$ cat config.mk
export PLATFORM = sky130hd
export DESIGN_NAME = i2s_tx_flat
export DESIGN_NICKNAME = d
export VERILOG_FILES = /design/src/rtl/i2s_tx_if.sv /design/src/rtl/i2s_tx.sv /design/src/flat_wrapper.sv
export SDC_FILE = /design/constraint.sdc
export NUM_CORES = 1
export LEC_CHECK = 0
export BUFFER_PORTS_ARGS = -buffer_cell sky130_fd_sc_hd__buf_2
export CAP_MARGIN = 30
export CORE_MARGIN = 5
export CORE_UTILIZATION = 45
export CTS_CLUSTER_SIZE = 12
export DETAILED_ROUTE_END_ITERATION = 12
export PLACE_DENSITY = 0.71
export SYNTH_ARGS = -nofsm -noshare
export SYNTH_HDL_FRONTEND = slang
export SYNTH_SLANG_ARGS = --single-unit
export TNS_END_PERCENT = 30
$ cat constraint.sdc
create_clock -name clk_i -period 2.1 [get_ports clk_i]
set_input_delay 0.21 -clock clk_i [delete_from_list [all_inputs] [get_ports clk_i]]
set_output_delay 0.21 -clock clk_i [all_outputs]
set_load 0.01 [all_outputs]
$ cat src/rtl/i2s_tx_if.sv
// Parallel sample side of the I2S transmitter: stereo sample handoff plus frame status.
// The master supplies samples with a one-cycle valid; the slave reports frame loads and underrun.
// No backpressure: a valid sample always overwrites the holding registers.
interface i2s_tx_if;
  logic [15:0] sample_l;
  logic [15:0] sample_r;
  logic        sample_valid;
  logic        frame_strobe;
  logic        underrun;

  modport master (
    output sample_l,
    output sample_r,
    output sample_valid,
    input  frame_strobe,
    input  underrun
  );

  modport slave (
    input  sample_l,
    input  sample_r,
    input  sample_valid,
    output frame_strobe,
    output underrun
  );
endinterface

$ cat src/rtl/i2s_tx.sv
// Philips I2S transmitter: 16-bit stereo, BCLK = clk/(2*CLK_DIV), 32 BCLK per frame.
// Latency: a captured sample goes out starting at the next frame load (at most one frame + 2*CLK_DIV clk).
// No backpressure: samples are accepted every cycle; a frame with no fresh sample sets sticky underrun.
module i2s_tx #(
  parameter int unsigned CLK_DIV   = 4,
  parameter bit          SIGNED_IN = 1'b0
) (
  input  logic           clk_i,
  input  logic           resetn_i,
  i2s_tx_if.slave        smp,
  output logic           i2s_bclk_o,
  output logic           i2s_lrck_o,
  output logic           i2s_dout_o
);

  localparam int unsigned     DIV_W    = (CLK_DIV > 1) ? $clog2(CLK_DIV) : 1;
  localparam logic [DIV_W-1:0] DIV_LAST = DIV_W'(CLK_DIV - 1);

  // Offset-binary inputs become two's complement by flipping the MSB.
  function automatic logic [15:0] conv(input logic [15:0] x);
    logic [15:0] y;
    y = x;
    if (!SIGNED_IN) begin
      y[15] = ~x[15];
    end
    return y;
  endfunction

  logic [DIV_W-1:0] div_cnt_q,  div_cnt_d;
  logic             bclk_q,     bclk_d;
  logic [4:0]       bit_cnt_q,  bit_cnt_d;
  logic             lrck_q,     lrck_d;
  logic             dout_q,     dout_d;
  logic [31:0]      sr_q,       sr_d;
  logic [15:0]      hold_l_q,   hold_l_d;
  logic [15:0]      hold_r_q,   hold_r_d;
  logic             fresh_q,    fresh_d;
  logic             strobe_q,   strobe_d;
  logic             underrun_q, underrun_d;

  logic tick;
  logic fall;
  logic load;

  // Divider: wrap at CLK_DIV-1 and toggle BCLK; a 1->0 toggle is the serial update event.
  always_comb begin
    tick      = (div_cnt_q == DIV_LAST);
    fall      = tick & bclk_q;
    load      = fall & (bit_cnt_q == 5'd0);
    div_cnt_d = tick ? '0 : div_cnt_q + DIV_W'(1);
    bclk_d    = bclk_q ^ tick;
  end

  // Serializer: load both channels when bit_cnt leaves 0, otherwise shift MSB-first.
  // Loading at 0->1 gives the one-BCLK I2S delay: R[0] of a frame lands on bit_cnt 0 of the next.
  always_comb begin
    bit_cnt_d = bit_cnt_q;
    lrck_d    = lrck_q;
    sr_d      = sr_q;
    dout_d    = dout_q;
    strobe_d  = 1'b0;
    if (fall) begin
      bit_cnt_d = bit_cnt_q + 5'd1;
      lrck_d    = bit_cnt_d[4];
      if (load) begin
        sr_d     = {conv(hold_l_q), conv(hold_r_q)};
        dout_d   = sr_d[31];
        strobe_d = 1'b1;
      end else begin
        sr_d   = {sr_q[30:0], 1'b0};
        dout_d = sr_q[30];
      end
    end
  end

  // Holding registers: a new sample wins over a same-cycle load, which still takes the old contents.
  always_comb begin
    hold_l_d   = hold_l_q;
    hold_r_d   = hold_r_q;
    fresh_d    = fresh_q;
    underrun_d = underrun_q;
    if (load) begin
      fresh_d = 1'b0;
      if (!fresh_q) begin
        underrun_d = 1'b1;
      end
    end
    if (smp.sample_valid) begin
      hold_l_d = smp.sample_l;
      hold_r_d = smp.sample_r;
      fresh_d  = 1'b1;
    end
  end

  // State registers; reset abandons any partial frame.
  always_ff @(posedge clk_i) begin
    if (!resetn_i) begin
      div_cnt_q  <= '0;
      bclk_q     <= 1'b0;
      bit_cnt_q  <= 5'd0;
      lrck_q     <= 1'b0;
      dout_q     <= 1'b0;
      sr_q       <= 32'd0;
      hold_l_q   <= 16'd0;
      hold_r_q   <= 16'd0;
      fresh_q    <= 1'b0;
      strobe_q   <= 1'b0;
      underrun_q <= 1'b0;
    end else begin
      div_cnt_q  <= div_cnt_d;
      bclk_q     <= bclk_d;
      bit_cnt_q  <= bit_cnt_d;
      lrck_q     <= lrck_d;
      dout_q     <= dout_d;
      sr_q       <= sr_d;
      hold_l_q   <= hold_l_d;
      hold_r_q   <= hold_r_d;
      fresh_q    <= fresh_d;
      strobe_q   <= strobe_d;
      underrun_q <= underrun_d;
    end
  end

  assign i2s_bclk_o       = bclk_q;
  assign i2s_lrck_o       = lrck_q;
  assign i2s_dout_o       = dout_q;
  assign smp.frame_strobe = strobe_q;
  assign smp.underrun     = underrun_q;

endmodule

$ cat src/flat_wrapper.sv
// flat-port wrapper written by rule: the top's interface ports become plain ports
module i2s_tx_flat 
#(
  parameter int unsigned CLK_DIV   = 4,
  parameter bit          SIGNED_IN = 1'b0
)
  (clk_i, resetn_i, i2s_bclk_o, i2s_lrck_o, i2s_dout_o, smp_sample_l, smp_sample_r, smp_sample_valid, smp_frame_strobe, smp_underrun);
  i2s_tx_if smp_i ();
  input  logic clk_i;
  input  logic resetn_i;
  output logic i2s_bclk_o;
  output logic i2s_lrck_o;
  output logic i2s_dout_o;
  input wire logic [$bits(smp_i.sample_l)-1:0] smp_sample_l;
  input wire logic [$bits(smp_i.sample_r)-1:0] smp_sample_r;
  input wire logic [$bits(smp_i.sample_valid)-1:0] smp_sample_valid;
  output wire logic [$bits(smp_i.frame_strobe)-1:0] smp_frame_strobe;
  output wire logic [$bits(smp_i.underrun)-1:0] smp_underrun;
  assign smp_i.sample_l = smp_sample_l;
  assign smp_i.sample_r = smp_sample_r;
  assign smp_i.sample_valid = smp_sample_valid;
  assign smp_frame_strobe = smp_i.frame_strobe;
  assign smp_underrun = smp_i.underrun;
  i2s_tx #(.CLK_DIV(CLK_DIV), .SIGNED_IN(SIGNED_IN)) u_core (.clk_i(clk_i), .resetn_i(resetn_i), .smp(smp_i), .i2s_bclk_o(i2s_bclk_o), .i2s_lrck_o(i2s_lrck_o), .i2s_dout_o(i2s_dout_o));
endmodule
# Word level (Yosys, flattened, before mapping)
# Index checks and enable logic that the tools add are counted.
# word_totals
ff_bits,76
latch_bits,0
ram_bits,0
mem_bits_ro,0
inputBits,35
output_inout_bits,5
word_cells,31
n_memories,0
# classes
addsub,2
multipliers,0
n_div,0
order_cmp,0
eq_ne,1
shifts,0
n_mux,5
bitwise_logic,7
n_reduce_logical,5
# ops
cell,count
2-to-1 mux 31 bit,1
"adder 5 x 1 -> 5 bit, second input constant",1
zero test 5 bit,1
2-to-1 mux 1 bit,4
NOT 1 bit,4
AND reduction 2 bit,2
"adder 2 x 1 -> 2 bit, second input constant",1
AND 1 bit,2
"== test 2 bit, second input constant",1
nonzero test 2 bit,1
OR reduction 2 bit,1
XOR 1 bit,1

# Depth between registers and ports, before layout
# logic_depth
word_depth,5
depth_mapped,7
depth_no_buf,5

# Worst setup path after synthesis
# OpenSTA, ideal clock, no wires.
# synth_timing
path_type,register to register
start,reg u_core.div_cnt_q[0]
end,reg u_core.sr_q[10]
t_arrival_ns,1.562
slack_ns,0.401
stages_incl_launch_ff,7
path_buffers,3
synth_period_minus_slack_ns,1.699
path_cell_list,dfxtp_1 > ha_1 > ha_1 > clkbuf_1 > clkbuf_1 > clkbuf_1 > a31oi_1
# synth_via
elab_chain_cells,4
# synth_lines
element,line,text
"start, declared",i2s_tx.sv:29,"logic [DIV_W-1:0] div_cnt_q, div_cnt_d;"
"start signal, assigned",i2s_tx.sv:110,div_cnt_q <= div_cnt_d;
== test 2 bit (*),i2s_tx.sv:47,tick = (div_cnt_q == DIV_LAST);
AND 1 bit (*),i2s_tx.sv:48,fall = tick & bclk_q;
net u_core.fall,i2s_tx.sv:42,logic fall;
AND 1 bit,i2s_tx.sv:49,load = fall & (bit_cnt_q == 5'd0);
2-to-1 mux 31 bit,i2s_tx.sv:65,if (load) begin
"end signal, assigned",i2s_tx.sv:115,sr_q <= sr_d;
"end, declared",i2s_tx.sv:34,"logic [31:0] sr_q, sr_d;"
# The timed path passes the listed nets; every way through them passes the cells marked *.
# A chain may end at the register's enable or synchronous reset.

# Worst setup path in the final report
# layout_timing
start,reg u_core.bit_cnt_q[0]
end,reg u_core.sr_q[15]
# layout_via
elab_chain_cells,3
# layout_lines
element,line,text
"start, declared",i2s_tx.sv:31,"logic [4:0] bit_cnt_q, bit_cnt_d;"
"start signal, assigned",i2s_tx.sv:112,bit_cnt_q <= bit_cnt_d;
zero test 5 bit,i2s_tx.sv:49,
AND 1 bit,i2s_tx.sv:49,
2-to-1 mux 31 bit,i2s_tx.sv:65,
# No other way between the ends.

==> impl_metrics.toml <==
[run_status]
status = "completed"

[die]
fp-row-count = 30
die-width_um = 93.1
design.core.area_um2 = 6760
start_util_pct = 46.0
die_h_um = 93.1
die-area_um2 = 8660
io_pins = 40

[drt]
wl_met1_um = 3030
dr.first_iter.drc_count = 152
drc_errors = 0
vias = 2392
wl_met3_um = 192
ant_nets = 0
wl_met2_um = 2730
first_pass_iters = 4
vias_per_cell = 5.41
top_layer_used = "met4"
routed_wirelength_um = 6050
wl_per_cell_um = 13.7

[clock_network]
cts_resized = 0
post_cts_buffers = 0
cts_hold_buffers = 0
cts.sinks = 75
numCtsBuffers = 9
cts_max_path_buffers = 2
clock_latency_ns = 0.34
root_buffer = "clkbuf_8"
h-tree-depth = 3
cts_tree = "yes"
clkTransAtPathRegs_ns = 0.07

[timing]
finalSetupTns_ns = 0
period_needed_ns = 1.78
timing.final.hold_violations = 0
slew_headroom_pct = 66.2
setup_viol = 0
skew_ns = 0.00904
rsz0062_at_grt = "false"
final-max-slew-violation-count = 0
worst_slew_pin_slew_ns = 0.507
max_freq_ghz = 0.562
min_period_over_period_pct = 84.8

[worst_hold_path]
hold_path_depth = 3
hold_path_class = "in2reg"

[synthesis]
syn_inst = 332
ys_seq_area_share_pct = 48.3
synth_top_area_cell = "dfxtp_1"
syn_area_per_cell_um2 = 9.35
ys_seq_elements = 75
yosys_warnings = 0
synth_top_area_share_pct = 48.3
syn_area_um2 = 3110
synth.top_cells.by_area = "dfxtp_1, mux2i_1, o21ai_0"
synth_nets = 372
yosys.cell_types.count = 27

[placed_design]
hpwl_um = 3830
post_dp_cell_area_um2 = 3380
dp.cells = 428
gp_congestion = 0.718
portBuffers = 39

[worst_setup_path]
worst-setup-path-type = "reg2reg"
cp-end-kind = "flop"
cp.required_ns = 2.38
cp_max_fo = 33
r2r_cells = 5
worstSetupStartpointType = "flop"
cp.arrival_ns = 2.06

[finish]
final_cells = 442
fillers = 646
utilization_pct = 52.7
layout_commonest_cell = "dfxtp_1"
design_area_um2 = 3560
area_delta_synth_final_pct = 14.7
n_antenna_cell = 0
nNetsFinal = 399
final_cell_mix = "dfxtp_1, o21ai_0, buf_2"
final_layout_size_suffix_gt1_share_pct = 18.0

[global_route]
grt_overflow = 0
grt_pass1_wl_um = 10900
grt_pass1_vias = 2389
antenna_found_initial = 0
grt_usage_pct = 15.6
grt_start_max_net_pins = 78

[power]
p_leak_nw = 1.41
power.density_nw_per_um2 = 762
power_w = 0.00271
ir_drop_mv = 0.364

[run]
cap_violations = 0
-- final cells by class --
type	instances	area [um^2]	area share, %
Clock inverter	3	40.0	1.12
Clock buffer	11	141	3.97
Sequential cell	75	1500	42.1
Inverter	3	11.3	0.316
Multi-Input combinational cell	221	1470	41.3
Timing Repair Buffer	49	295	8.29
Tap cell	80	100	2.81
-- per-stage QoR --
step | hold WS, ns | setup WS [ns]
6_report | 0.124 | 0.319
3_5_place_dp | 0.420 | 0.338
5_1_grt | 0.117 | 0.201
4_1_cts | 0.112 | 0.309
3_3_place_gp | 0.413 | 0.368
2_1_floorplan | 0.379 | 0.401
-- routing by layer --
| metal | vias up | global-route usage, % |
|---|---|---|
| li1 | 1234 | - |
| met1 | 1109 | 19.7 |
| met2 | 39 | 25.3 |
| met3 | 10 | 3.38 |
| met4 | 0 | 7.33 |
| met5 | - | 0 |
-- registers in the layout, summed over array words and instances (netlist names) --
register and cells:
u_core.i2s_bclk_o 1, u_core.smp.frame_strobe 1, u_core.hold_r_q 16, u_core.smp.underrun 1
u_core.sr_q 31, u_core.div_cnt_q 2, u_core.hold_l_q 16, u_core.fresh_q 1
u_core.i2s_dout_o 1, u_core.bit_cnt_q 4, u_core.i2s_lrck_o 1
-- kinds of logic after synthesis --
| kind of cell | count (synthesis) | synth area share (%) |
|---|---|---|
| mux | 33 | 10.6 |
| simple gates | 84 | 16.4 |
| compound gates | 95 | 16.9 |
| flops | 75 | 48.3 |
| xor+xnor | 4 | 1.13 |
| buf+inv | 36 | 4.59 |
| fa+ha+maj | 5 | 2.01 |
-- cells in the mapped netlist --
cell type and number:
buf_2 6, nor2b_1 34, inv_1 3, a31oi_1 30
clkbuf_1 27, nand3b_1 1, xor2_1 1, nor2_1 1
o211ai_1 1, o21ai_0 60, a21boi_0 2, xnor2_1 3
nand2_1 1, and4_1 1, ha_1 5, nor3b_1 2
nand3_1 30, or4b_4 1, mux2i_1 33, and3b_1 1
nor4b_2 1, o21a_1 2, nand2b_1 1, nand4_1 4
or3_1 1, and2_1 5, dfxtp_1 75
-- worst max-delay path: stages (launching register included) --
cell and delay, ns:
dfxtp_1 0.35, inv_1 0.07, ha_1 0.16, or4b_4 0.63, or3_1 0.36, a31oi_1 0.15
-- final timing paths --
kind | from | end | slack, ns
worst min register to register | u_core.div_cnt_q[0] | u_core.div_cnt_q[0] | 0.43
worst max register to register | u_core.bit_cnt_q[0] | u_core.sr_q[15] | 0.32
worst min-delay path | smp_sample_r[5] | u_core.hold_r_q[5] | 0.12
worst max-delay path | u_core.bit_cnt_q[0] | u_core.sr_q[15] | 0.32
-- power by group --
group | internal [W] | leakage [nW] | switching [W]
clock | 0.000565 | 0.0950 | 0.000481
sequential | 0.00147 | 0.612 | 0.0000260
combinational | 0.0000916 | 0.701 | 0.0000783
total | 0.00213 | 1.41 | 0.000585
Note: power is estimated with default switching activity, not from simulation.
